`config.mk`:
```
export PLATFORM = sky130hd
export DESIGN_NAME = rectifier_sensing_avg
export DESIGN_NICKNAME = d
export VERILOG_FILES = /design/src/rtl/rectifier_sensing_avg.sv
export SDC_FILE = /design/constraint.sdc
export NUM_CORES = 1
export LEC_CHECK = 0
export ABC_AREA = 0
export CAP_MARGIN = 10
export CORE_UTILIZATION = 64
export CTS_CLUSTER_SIZE = 40
export DETAILED_ROUTE_END_ITERATION = 12
export PLACE_DENSITY = 0.87
export SLEW_MARGIN = 5
export SYNTH_ARGS = -nofsm -noshare
export SYNTH_HDL_FRONTEND = slang
export SYNTH_SLANG_ARGS = --single-unit
```
`constraint.sdc`:
```
create_clock -name i_clock -period 17.4 [get_ports i_clock]
set_input_delay 2.61 -clock i_clock [delete_from_list [all_inputs] [get_ports i_clock]]
set_output_delay 2.61 -clock i_clock [all_outputs]
set_load 0.03 [all_outputs]
```
`src/rtl/rectifier_sensing_avg.sv`:
```
// N_CH-channel ADC block averager with per-channel offset/gain scaling through one
// shared multiplier; publishes saturated signed results with a one-cycle valid pulse.
module rectifier_sensing_avg #(
    parameter int N_CH      = 2,
    parameter int ADC_W     = 8,
    parameter int AVG_LOG   = 2,
    parameter int GAIN_W    = 12,
    parameter int GAIN_FRAC = 4,
    parameter int OUT_W     = 12
) (
    input  logic                      i_clock,
    input  logic                      i_reset,
    input  logic                      i_enable,
    input  logic                      i_sample,
    input  logic [N_CH*ADC_W-1:0]     i_adc,
    input  logic [N_CH*(ADC_W+1)-1:0] i_offset,
    input  logic [N_CH*GAIN_W-1:0]    i_gain,
    input  logic                      i_clear,
    output logic [N_CH*OUT_W-1:0]     o_value,
    output logic                      o_valid,
    output logic [N_CH-1:0]           o_sat,
    output logic                      o_overrun,
    output logic                      o_busy
);

    localparam int ACC_W  = ADC_W + AVG_LOG;
    localparam int OFF_W  = ADC_W + 1;
    localparam int DIFF_W = ADC_W + 2;
    localparam int PROD_W = DIFF_W + GAIN_W;
    localparam int CNT_W  = (AVG_LOG > 0) ? AVG_LOG : 1;
    localparam int CH_W   = (N_CH > 1) ? $clog2(N_CH) : 1;

    localparam logic [CNT_W-1:0]         CNT_LAST = CNT_W'((1 << AVG_LOG) - 1);
    localparam logic [CH_W-1:0]          CH_LAST  = CH_W'(N_CH - 1);
    localparam logic signed [PROD_W-1:0] OUT_MAX  = PROD_W'((1 << (OUT_W - 1)) - 1);
    localparam logic signed [PROD_W-1:0] OUT_MIN  = PROD_W'(-(1 << (OUT_W - 1)));

    typedef enum logic [1:0] {IDLE, SCALE, DONE} state_t;

    state_t state, state_next;

    logic [ACC_W-1:0] acc [N_CH];
    logic [ACC_W-1:0] sum [N_CH];
    logic [ADC_W-1:0] avg [N_CH];
    logic [CNT_W-1:0] cnt;
    logic [CH_W-1:0]  ch;
    logic [OUT_W-1:0] stage_val [N_CH];
    logic [N_CH-1:0]  stage_sat;

    logic strobe, block_end;

    assign strobe    = i_sample & i_enable;
    assign block_end = strobe && (cnt == CNT_LAST);
    assign o_busy    = (state != IDLE);

    always_comb begin
        for (int c = 0; c < N_CH; c++)
            sum[c] = acc[c] + ACC_W'(i_adc[c*ADC_W +: ADC_W]);
    end

    // Accumulation runs independently of scaling; a block end only lands in avg when idle.
    always_ff @(posedge i_clock) begin
        if (i_reset) begin
            cnt <= '0;
            for (int c = 0; c < N_CH; c++) begin
                acc[c] <= '0;
                avg[c] <= '0;
            end
        end else if (strobe) begin
            cnt <= block_end ? '0 : cnt + 1'b1;
            for (int c = 0; c < N_CH; c++) begin
                if (block_end) begin
                    acc[c] <= '0;
                    if (state == IDLE)
                        avg[c] <= sum[c][ACC_W-1:AVG_LOG];
                end else begin
                    acc[c] <= sum[c];
                end
            end
        end
    end

    logic [ADC_W-1:0]         avg_sel;
    logic signed [OFF_W-1:0]  off_sel;
    logic signed [GAIN_W-1:0] gain_sel;
    logic signed [DIFF_W-1:0] diff;
    logic signed [PROD_W-1:0] prod;
    logic signed [PROD_W-1:0] res;
    logic [OUT_W-1:0]         clamped;
    logic                     clip;

    always_comb begin
        avg_sel  = avg[ch];
        off_sel  = i_offset[ch*OFF_W +: OFF_W];
        gain_sel = i_gain[ch*GAIN_W +: GAIN_W];
        diff     = $signed({2'b00, avg_sel}) - DIFF_W'(off_sel);
        prod     = PROD_W'(diff) * PROD_W'(gain_sel);
        res      = prod >>> GAIN_FRAC;
        clip     = 1'b0;
        clamped  = res[OUT_W-1:0];
        if (res > OUT_MAX) begin
            clamped = OUT_MAX[OUT_W-1:0];
            clip    = 1'b1;
        end else if (res < OUT_MIN) begin
            clamped = OUT_MIN[OUT_W-1:0];
            clip    = 1'b1;
        end
    end

    // NOTE: next-state logic assigns its default first so no path leaves it unassigned (no latch).
    always_comb begin
        state_next = state;
        case (state)
            IDLE:    if (block_end) state_next = SCALE;
            SCALE:   if (ch == CH_LAST) state_next = DONE;
            DONE:    state_next = IDLE;
            default: state_next = IDLE;
        endcase
    end

    always_ff @(posedge i_clock) begin
        if (i_reset) state <= IDLE;
        else         state <= state_next;
    end

    // NOTE: the staging array is a handful of flops, not a RAM, so it is reset along with the rest.
    always_ff @(posedge i_clock) begin
        if (i_reset) begin
            ch        <= '0;
            stage_sat <= '0;
            o_value   <= '0;
            o_sat     <= '0;
            o_valid   <= 1'b0;
            o_overrun <= 1'b0;
            for (int c = 0; c < N_CH; c++)
                stage_val[c] <= '0;
        end else begin
            o_valid <= 1'b0;
            case (state)
                IDLE: ch <= '0;
                SCALE: begin
                    stage_val[ch] <= clamped;
                    stage_sat[ch] <= clip;
                    ch            <= ch + 1'b1;
                end
                DONE: begin
                    for (int c = 0; c < N_CH; c++)
                        o_value[c*OUT_W +: OUT_W] <= stage_val[c];
                    o_sat   <= stage_sat;
                    o_valid <= 1'b1;
                end
                default: ch <= '0;
            endcase
            if (block_end && state != IDLE)
                o_overrun <= 1'b1;
            else if (i_clear)
                o_overrun <= 1'b0;
        end
    end

endmodule

```
==> reports/metrics.csv <==
stage,metric,value,unit
status,status,finished with violations,
status,violations,DRC,
worst_setup_path,path_common_cell,fa_1,
final_layout,drive_gt1_frac,0.05092,
sta,relSlewSlack,0.2629,
drt,drt-initial-drc-count,579,
placement,portBuffers,91,
worst_setup_path,start_kind,input pin,
logic_synthesis,yosysSeqAreaShare,0.2579,
logic_synthesis,synth_top_family_by_area,adder cells,
logic_synthesis,postSynth.asyncResetShare,0,
final_layout,layout_common_cells,"175 x inv_1, 127 x nand2_1, 110 x fa_1",
logic_synthesis,syn-num-nets,1307,
clocking,cts_resized,0,
worst_setup_path,path_class,in2reg,
worst_setup_path,cp-end-kind,flip-flop,
sta,hold_viol_final,0,
sta,rsz0062_at_grt,false,
sta,tightestPinTransition,1098,ps
global_routing,grt.overflow.total,0,
logic_synthesis,netlist_instances,1059,
floorplanning,rows,44,
placement,place_inst,1306,
clocking,cts_root_buf,clkbuf_16,
global_routing,grt_pass1_wl,37630,um
sta,finalCriticalPeriod,11600,ps
logic_synthesis,syn_area,9782,um2
clocking,worstSkewPairLatency,360,ps
drt,wire_per_inst,16.88,um
clocking,cts_made_buffers,9,
global_routing,grt_pass1_vias,8126,
worst_setup_path,max_stage_delay,870,ps
worst_hold_path,hold_class,reg2reg,
final_layout,area_growth,14.15,%
clocking,cts.sinks,96,
logic_synthesis,synth-xor-area-share,0.04029,
clocking,clock_path_buffers,2,
clocking,post-cts-setup-buffer-count,0,
clocking,cts_hold_buf,0,
drt,drt_first_pass_iters,11,
final_layout,regArea,2524,um2
final_layout,num_antenna_cells,0,
floorplanning,die_h,125.6,um
final_layout,fin_cells,1323,
worst_setup_path,cp_top_family,adder cells,
clocking,tritoncts,yes,
sta,fmaxAchievable,86.18,MHz
logic_synthesis,synth_cell_type_count,64,
global_routing,grt_max_degree,41,
placement,place_ws,5433,ps
placement,place_congestion,0.9772,
logic_synthesis,synth_area_per_cell,9.237,um2
global_routing,antenna_found_initial,0,
worst_setup_path,crit_arrival,11770,ps
logic_synthesis,yosys.area_share.adder,0.3211,
drt,routed_wl,22330,um
sta,drv_slew,0,
global_routing,grt_usage,0.3002,
placement,post-dp-hpwl,17820,um
worst_setup_path,crit_fanout,13,
final_layout,filler_cell_count,1017,
clocking,cts.reportedPaths.clkPinSlew,80,ps
worst_setup_path,crit_buf_inv,6,
final_layout,multi_input_area,6459,um2
worst_setup_path,required,17570,ps
final_layout,fin_nets,1382,
logic_synthesis,synthMuxAreaShare,0.04362,
floorplanning,ios,92,
logic_synthesis,synth_compound_area_frac,0.09964,
sta,tns,0,ps
logic_synthesis,synthSimpleGateAreaFrac,0.1557,
sta,clock_skew,13.83,ps
floorplanning,dieArea,15780,um2
logic_synthesis,ys.flop_type,edfxtp_1,
sta,period_share,0.6668,
drt,ant_nets,0,
logic_synthesis,yosysWarnings,0,
clocking,cts_htree_levels,3,
drt,drc,6,
floorplanning,initial_core_util,0.6655,
flow_run,drv_cap,0,
worst_setup_path,crit_slowest_cell,xnor2_1,
floorplanning,chipWidth,125.6,um
final_layout,final_common_cell,inv_1,
drt,vias,7755,
sta,finalSetupViolations,0,
drt,avgViaCountPerCell,5.862,
logic_synthesis,ys_ff_latch,96,
sta,setup_slack,5797,ps
floorplanning,core,14700,um2
logic_synthesis,synth_edf_count,60,
[cell type report]
| type | count | share of cell area |
|---|---|---|
| clock buffers | 11 | 0.02364 |
| clock inverters | 5 | 0.004818 |
| inverters | 175 | 0.05883 |
| multi-input cells | 752 | 0.5784 |
| flip-flops and latches | 96 | 0.2260 |
| well taps | 184 | 0.02062 |
| repair buffers | 100 | 0.08763 |
[synthesized netlist by cell type, types with 3 or more instances]
cell	instances	area, um2
clkbuf_1	32	120.1
inv_1	175	656.9
o2111a_1	3	33.78
a22oi_1	6	45.04
nand3_1	10	50.05
fa_1	110	2202
xor2_1	14	122.6
mux2_2	18	202.7
dfxtp_1	36	720.7
nor3b_1	6	45.04
ha_1	75	938.4
a31oi_1	4	25.02
a21boi_0	6	45.04
edfxtp_1	60	1802
nor2_1	106	397.9
and2_1	5	31.28
o21a_1	5	37.54
o211ai_1	7	52.55
nor3_1	20	100.1
mux2i_1	21	210.2
or3_1	11	68.82
nand4_1	5	31.28
nor2b_1	8	50.05
o21ai_0	28	140.1
a21oi_1	54	270.3
nand2b_1	13	81.33
nand3b_1	3	22.52
nand2_1	127	476.7
or2_2	4	25.02
xnor2_1	31	271.5
a21o_1	3	22.52
a221oi_1	11	96.34
[state kept, by name, summed over array words and instances (netlist names), named ones only]
register / count
state: 2
cnt: 2
o_sat: 2
stage_val: 24
acc: 20
o_valid: 1
ch: 1
o_overrun: 1
stage_sat: 2
avg: 16
o_value: 24
[through the flow]
step / hold WS [ps] / area (um2) / util
6_report: 454.2 / 11170 / 0.7596
5_1_grt: 481.4 / 11170 / 0.7596
4_1_cts: 455.4 / 11160 / 0.7591
3_5_place_dp: 445.8 / 10840 / 0.7375
3_3_place_gp: 441.0 / 10840 / 0.7375
2_1_floorplan: 440.0 / 9782 / -
[worst paths after layout]
check	cells past startpoint	from	slack, ps	endpoint
setup / recovery	31	i_offset[0]	5800	stage_val[1][9]
setup reg to reg	30	flip-flop	7780	stage_val[1][9]
hold / removal	2	o_value[14]	450	o_value[14]
hold reg to reg	2	o_value[14]	450	o_value[14]
[worst register-to-register path, delay by kind of cell (launching register included)]
family / cells / cell delay (ps)
fa+ha+maj: 8 / 3640
compound gates: 10 / 2700
xor+xnor: 2 / 1530
buf+inv: 5 / 270
simple gates: 4 / 440
flops: 1 / 570
mux: 1 / 270
[logic make-up after synthesis]
family                     Yosys count
xor gates and xnor gates            45
buffers and inverters              211
DFF                                 96
muxes                               40
AOI/OAI and AO/OA                  150
and+or+nand+nor                    332
adders and majority gates          185
[metal layers]
layer / part of all wire / global-route usage / up-vias
li1: - / - / 3625
met2: 0.51 / 0.5425 / 313
met4: 0.030 / 0.1176 / 0
met5: 0 / 0 / -
met1: 0.40 / 0.3608 / 3749
met3: 0.060 / 0.04460 / 68
Power is not shown: default switching activity piles up to over one toggle a cycle in this logic, so the estimate is an artifact.
